File: config.mk
export PLATFORM = sky130hd
export DESIGN_NAME = backward_maccum_arbiter
export DESIGN_NICKNAME = d
export VERILOG_FILES = /design/src/rtl/backward_maccum_arbiter.sv
export SDC_FILE = /design/constraint.sdc
export NUM_CORES = 1
export LEC_CHECK = 0
export ABC_AREA = 1
export ABC_CLOCK_PERIOD_IN_PS = 3940
export CORE_AREA = 2 2 725 727
export DETAILED_ROUTE_END_ITERATION = 6
export DIE_AREA = 0 0 727 729
export PLACE_DENSITY = 0.3
export RECOVER_POWER = 25
export SYNTH_ARGS = -nofsm -noshare
export SYNTH_HDL_FRONTEND = slang
export SYNTH_SLANG_ARGS = --single-unit
File: constraint.sdc
create_clock -name iCLK -period 3.94 [get_ports iCLK]
set_input_delay 0.394 -clock iCLK [delete_from_list [all_inputs] [get_ports iCLK]]
set_output_delay 0.394 -clock iCLK [all_outputs]
set_load 0.01 [all_outputs]
File: src/rtl/backward_maccum_arbiter.sv
// Round-robin arbiter sharing one backward multiply-accumulate unit among NR requesters.
// Grants are tagged into a small FIFO so results come back to the requester that issued them.
module backward_maccum_arbiter #(
    parameter int NR    = 3,
    parameter int NN    = 7,
    parameter int NC    = 11,
    parameter int WV    = 5,
    parameter int DEPTH = 4,
    localparam int WA   = $clog2(NN) + WV,
    localparam int WT   = $clog2(NR)
) (
    input  logic                     iCLK,
    input  logic                     iRST,
    input  logic [NR-1:0]            iValid_AM_Req,
    output logic [NR-1:0]            oReady_AM_Req,
    input  logic [NR*NC*NN*WV-1:0]   iData_AM_Weight,
    input  logic [NR*NN*WV-1:0]      iData_AM_Delta0,
    output logic                     oValid_BM_Weight,
    input  logic                     iReady_BM_Weight,
    output logic [NC*NN*WV-1:0]      oData_BM_Weight,
    output logic                     oValid_BM_Delta0,
    input  logic                     iReady_BM_Delta0,
    output logic [NN*WV-1:0]         oData_BM_Delta0,
    input  logic                     iValid_AM_Accum2,
    output logic                     oReady_AM_Accum2,
    input  logic [NC*WA-1:0]         iData_AM_Accum2,
    output logic [NR-1:0]            oValid_BM_Accum2,
    input  logic [NR-1:0]            iReady_BM_Accum2,
    output logic [NC*WA-1:0]         oData_BM_Accum2,
    output logic                     oOverrun
);

    localparam int WW = NC * NN * WV;
    localparam int DW = NN * WV;
    localparam int CW = $clog2(DEPTH + 1);
    localparam int PW = (DEPTH > 1) ? $clog2(DEPTH) : 1;

    typedef enum logic {IDLE, ISSUE} state_t;

    state_t        state, state_next;
    logic          w_sent, w_sent_next;
    logic          d_sent, d_sent_next;
    logic [WT-1:0] ptr, ptr_next;
    logic [WT-1:0] g, g_next;
    logic [WT-1:0] pick;
    logic          found;
    logic          w_hs, d_hs, done;
    logic          push, pop;
    logic [CW-1:0] cnt;
    logic [PW-1:0] wr_ptr, rd_ptr;
    logic [WT-1:0] tag_mem [DEPTH];
    logic [WT-1:0] head;
    logic          overrun;

    function automatic logic [PW-1:0] bump(input logic [PW-1:0] p);
        return (p == PW'(DEPTH - 1)) ? '0 : p + 1'b1;
    endfunction

    // First pending request at or after the round-robin pointer, wrapping cyclically.
    always_comb begin
        pick  = ptr;
        found = 1'b0;
        for (int i = 0; i < NR; i++) begin
            if (!found && iValid_AM_Req[(int'(ptr) + i) % NR]) begin
                found = 1'b1;
                pick  = WT'((int'(ptr) + i) % NR);
            end
        end
    end

    always_comb begin
        state_next       = state;
        w_sent_next      = w_sent;
        d_sent_next      = d_sent;
        g_next           = g;
        ptr_next         = ptr;
        oValid_BM_Weight = 1'b0;
        oValid_BM_Delta0 = 1'b0;
        oReady_AM_Req    = '0;
        w_hs             = 1'b0;
        d_hs             = 1'b0;
        done             = 1'b0;
        case (state)
            IDLE: begin
                if (cnt < CW'(DEPTH) && found) begin
                    g_next      = pick;
                    w_sent_next = 1'b0;
                    d_sent_next = 1'b0;
                    state_next  = ISSUE;
                end
            end
            ISSUE: begin
                oValid_BM_Weight = !w_sent;
                oValid_BM_Delta0 = !d_sent;
                w_hs             = oValid_BM_Weight & iReady_BM_Weight;
                d_hs             = oValid_BM_Delta0 & iReady_BM_Delta0;
                w_sent_next      = w_sent | w_hs;
                d_sent_next      = d_sent | d_hs;
                done             = w_sent_next & d_sent_next;
                if (done) begin
                    oReady_AM_Req[g] = 1'b1;
                    ptr_next         = (g == WT'(NR - 1)) ? '0 : g + 1'b1;
                    state_next       = IDLE;
                end
            end
            default: state_next = IDLE;
        endcase
    end

    assign oData_BM_Weight = iData_AM_Weight[int'(g) * WW +: WW];
    assign oData_BM_Delta0 = iData_AM_Delta0[int'(g) * DW +: DW];

    // Results are routed by the oldest outstanding tag; nothing is accepted with no tag.
    assign head             = tag_mem[rd_ptr];
    assign oReady_AM_Accum2 = (cnt != '0) & iReady_BM_Accum2[head];
    assign oData_BM_Accum2  = iData_AM_Accum2;
    assign push             = done;
    assign pop              = iValid_AM_Accum2 & oReady_AM_Accum2;
    assign oOverrun         = overrun;

    always_comb begin
        oValid_BM_Accum2 = '0;
        if (iValid_AM_Accum2 && cnt != '0)
            oValid_BM_Accum2[head] = 1'b1;
    end

    always_ff @(posedge iCLK) begin
        if (push)
            tag_mem[wr_ptr] <= g;
    end

    always_ff @(posedge iCLK) begin
        if (iRST) begin
            state   <= IDLE;
            w_sent  <= 1'b0;
            d_sent  <= 1'b0;
            ptr     <= '0;
            g       <= '0;
            cnt     <= '0;
            wr_ptr  <= '0;
            rd_ptr  <= '0;
            overrun <= 1'b0;
        end else begin
            state  <= state_next;
            w_sent <= w_sent_next;
            d_sent <= d_sent_next;
            ptr    <= ptr_next;
            g      <= g_next;
            if (push)
                wr_ptr <= bump(wr_ptr);
            if (pop)
                rd_ptr <= bump(rd_ptr);
            if (push && !pop)
                cnt <= cnt + 1'b1;
            else if (pop && !push)
                cnt <= cnt - 1'b1;
            if (iValid_AM_Accum2 && cnt == '0)
                overrun <= 1'b1;
        end
    end

endmodule

==> qor.csv, run 1 <==
stage;metric;value;unit
floorplan;die_y;729;µm
route;wirelength;417000;µm
power;switching_share;0.617;
sta;relSlewSlack;-0.0546;
sta;rsz0062_at_grt;false;
power;p_int;8.97;mW
clock_tree;cts_resized;0;
worst_hold_path;holdPathStages;2;
cells_and_area;area_growth_syn_to_layout;292;%
power;finalPower;23.4;mW
global_routing;overflow;0;
cells_and_area;utilization;0.0684;
worst_setup_path;cp_max_fo;42;
sta;fin_hold_ws;0.451;ns
worst_setup_path;crit_top_cell;nand2_1;
sta;worstMarginPinSlew;1.58;ns
sta;finalSetupViolCount;0;
sta;finalHoldViolCount;0;
worst_setup_path;critical_path_buf_inv_count;4;
route;drtIter0Drc;1497;
worst_setup_path;worstReg2RegEnd;cnt[2];
worst_setup_path;cp.required;3.55;ns
power;p_comb_frac;0.973;
clock_tree;cts_root_buffer;clkbuf_16;
worst_setup_path;cp_top_family;buffers and inverters;
floorplan;die_w;727;µm
floorplan;rows;266;
yosys;avgSynthCellArea;5.33;µm²
route;drtAntennaViolNets;0;
cells_and_area;drive_gt1_frac;0.0964;
worst_setup_path;worstPathArrival;3.38;ns
worst_setup_path;reg2reg_slack;1.32;ns
yosys;synth.cell_area;9140;µm²
route;route.met2.wl;208000;µm
worst_hold_path;worstHoldEndpoint;oOverrun;
global_routing;grt_max_degree;80;
clock_tree;clk_pin_slew;0.07;ns
route;drc;0;
route;wire_per_inst;40.5;µm
clock_tree;cts_tree;done;
route;met3_length;54900;µm
placement;io_buffers;1700;
worst_setup_path;crit_slowest_cell;clkdlybuf4s50_1;
yosys;netlist_instances;1714;
outcome;status;finished with violations;
yosys;yosysWarningCount;0;
clock_tree;clk_latency;0.27;ns
placement;post-place-ws;0.505;ns
global_routing;grt_pass1_vias;20700;
clock_tree;clock-sinks;25;
floorplan;coreArea;523000;µm²
global_routing;grt_usage;0.151;
clock_tree;cts_buffers;3;
worst_hold_path;min_from;oOverrun;
flow_run;max_cap_viol_count;0;
power;clkPwrFrac;0.010;
route;highest_layer;met5;
worst_setup_path;max_stage_delay;0.81;ns
global_routing;antenna_found_initial;431;
worst_setup_path;worst_setup_path_end_kind;output port;
sta;fin_tns_setup;0;ns
cells_and_area;stdcell_count;10300;
sta;finClkSkew;0.00534;ns
cells_and_area;fin_nets;4658;
worst_setup_path;start_kind;register;
sta;fmax;265;MHz
floorplan;start_util;0.0175;
route;avgViaCountPerCell;2.13;
worst_setup_path;crit_type;reg2out;
power;p_per_area;655;nW/µm²
placement;placedCellCount;10300;
cells_and_area;n_fill_cell;61600;
clock_tree;ctsHoldBuffers;0;
power;leakage;11.8;nW
yosys;synth.distinct_cells;32;
placement;gp_congestion;0.928;
floorplan;pin_count;1877;
clock_tree;postCtsSetupBuffers;0;
outcome;violations;slew limit;
sta;setup_ws;0.164;ns
power;seqPwrFrac;0.017;
worst_hold_path;min_path_type;reg2reg;
clock_tree;htreeDepth;1;
yosys;yosysSeqAreaShare;0.0636;
sta;finalCritPeriodShare;0.958;
cells_and_area;ff_latch_area;581;µm²
sta;finalMaxSlewViolations;1;
cells_and_area;final_cell_area;35800;µm²
clock_tree;clock_path_buffers;2;
route;via_count;22000;
floorplan;dieArea;530000;µm²
route;firstDrtPassIters;6;
cells_and_area;multi_input_area;7120;µm²
power;ir_worst_vdd;0.000421;V
yosys;syn_nets;3084;
yosys;ys_ff_latch;25;
global_routing;grt_pass1_wl;463000;µm
worst_setup_path;reg2reg_depth;15;
route;drt-met1-wl;142000;µm
placement;detailed_place_hpwl;397000;µm
power;p_sw;14.5;mW
worst_setup_path;cp_cell_sequence;inv_1 > nor2_4 > buf_12 > buf_4 > nand2_1 > nand2_1 > clkdlybuf4s50_1;
sta;fin_crit;3.78;ns
placement;postPlaceCellArea;35600;µm²
[placed cells by master, fill, tap and decap left out, types with 2 or more instances in the layout]
cell type / count
a211oi_1: 2
a21oi_1: 11
a22oi_1: 388
a22oi_2: 7
buf_12: 142
buf_2: 2
buf_4: 154
clkbuf_16: 3
clkdlybuf4s50_1: 1488
dfxtp_1: 17
diode_2: 44
dlygate4sd3_1: 8
edfxtp_1: 8
ha_1: 10
inv_1: 37
nand2_1: 907
nand3_1: 42
nand4_1: 3
nor2_1: 25
nor2_4: 3
nor3_1: 6
o21a_1: 2
o21ai_0: 8
or2_1: 2
[routing by layer]
metal / GRT usage / vias up
met1: 0.151 / 9970
li1: - / 8980
met5: 0.00200 / -
met4: 0.0245 / 140
met2: 0.274 / 2063
met3: 0.0848 / 824
[state kept, by name (all words and copies together) (netlist names), named ones only]
signal,cells
cnt,3
rd_ptr,2
state,1
oOverrun,1
d_sent,1
w_sent,1
tag_mem,8
g,2
wr_ptr,2
ptr,2
[tightest hold or removal path: stages, from the launching register on]
cell and delay (ns):
dfxtp_1 0.31, inv_1 0.05, a21oi_1 0.05
[synth_stat cells (all sizes together)]
library cell / instances / area (µm²)
nand2: 908 / 3410
a22oi: 395 / 2970
buf: 196 / 1210
nand3: 42 / 215
inv: 38 / 143
clkbuf: 32 / 120
nor2: 28 / 108
dfxtp: 17 / 340
a21oi: 11 / 66.3
ha: 10 / 125
edfxtp: 8 / 240
o21ai: 8 / 43.8
nor3: 6 / 35.0
nand4: 3 / 18.8
or2: 3 / 18.8
a211oi: 2 / 15.0
o21a: 2 / 15.0
a31oi: 1 / 6.26
and2: 1 / 6.26
fa: 1 / 20.0
o211ai: 1 / 7.51
xor2: 1 / 8.76
[power groups by stage]
stage	clock network, mW	logic (mW)	registers [mW]
2_1_floorplan	0	5.82	0.377
3_3_place_gp	0	23.7	0.402
3_5_place_dp	0	23.6	0.400
4_1_cts	0.247	23.7	0.395
5_1_grt	0.253	24.1	0.404
6_report	0.237	22.8	0.393
[logic make-up (layout without fill, tap and decap cells)]
kind of cell	after synthesis	after routing	synth area share
AOI/OAI and AO/OA	420	420	0.341
and+or+nand+nor	991	991	0.417
buffers and inverters	266	1839	0.161
DFF	25	25	0.0636
adders and majority gates	11	11	0.0159
other	0	44	0
xor gates and xnor gates	1	1	0.000959
[cell type report]
class	instances	share of cell area
flip-flops and latches	25	0.0162
multi-input cells	1423	0.199
inverters	38	0.00399
clock inverters	1	0.000140
diodes	44	0.00308
repair buffers	1797	0.532
clock buffers	3	0.00210
well taps	6968	0.244
[how the worst max path moves through the flow]
stage	startpoint	to	slack [ns]	depth (start not counted)
after detailed placement	g[1]	oData_BM_Weight[267]	0.50	7
after global placement	g[1]	oData_BM_Weight[46]	-0.63	6
after global routing	g[1]	oData_BM_Weight[291]	0.08	7
after floorplan	register	cnt[2]	1.83	14
after CTS	g[1]	oData_BM_Weight[267]	0.19	7
final	g[1]	oData_BM_Weight[267]	0.16	7
(Power assumes the default switching activity.)
==> run 2: changes to the inputs <==
CTS_CLUSTER_DIAMETER = 100   (was unset)
SKIP_LAST_GASP = 1   (was unset)
==> results of run 2 <==
The final DEF is identical to that of run 1; final timing and power are the same.
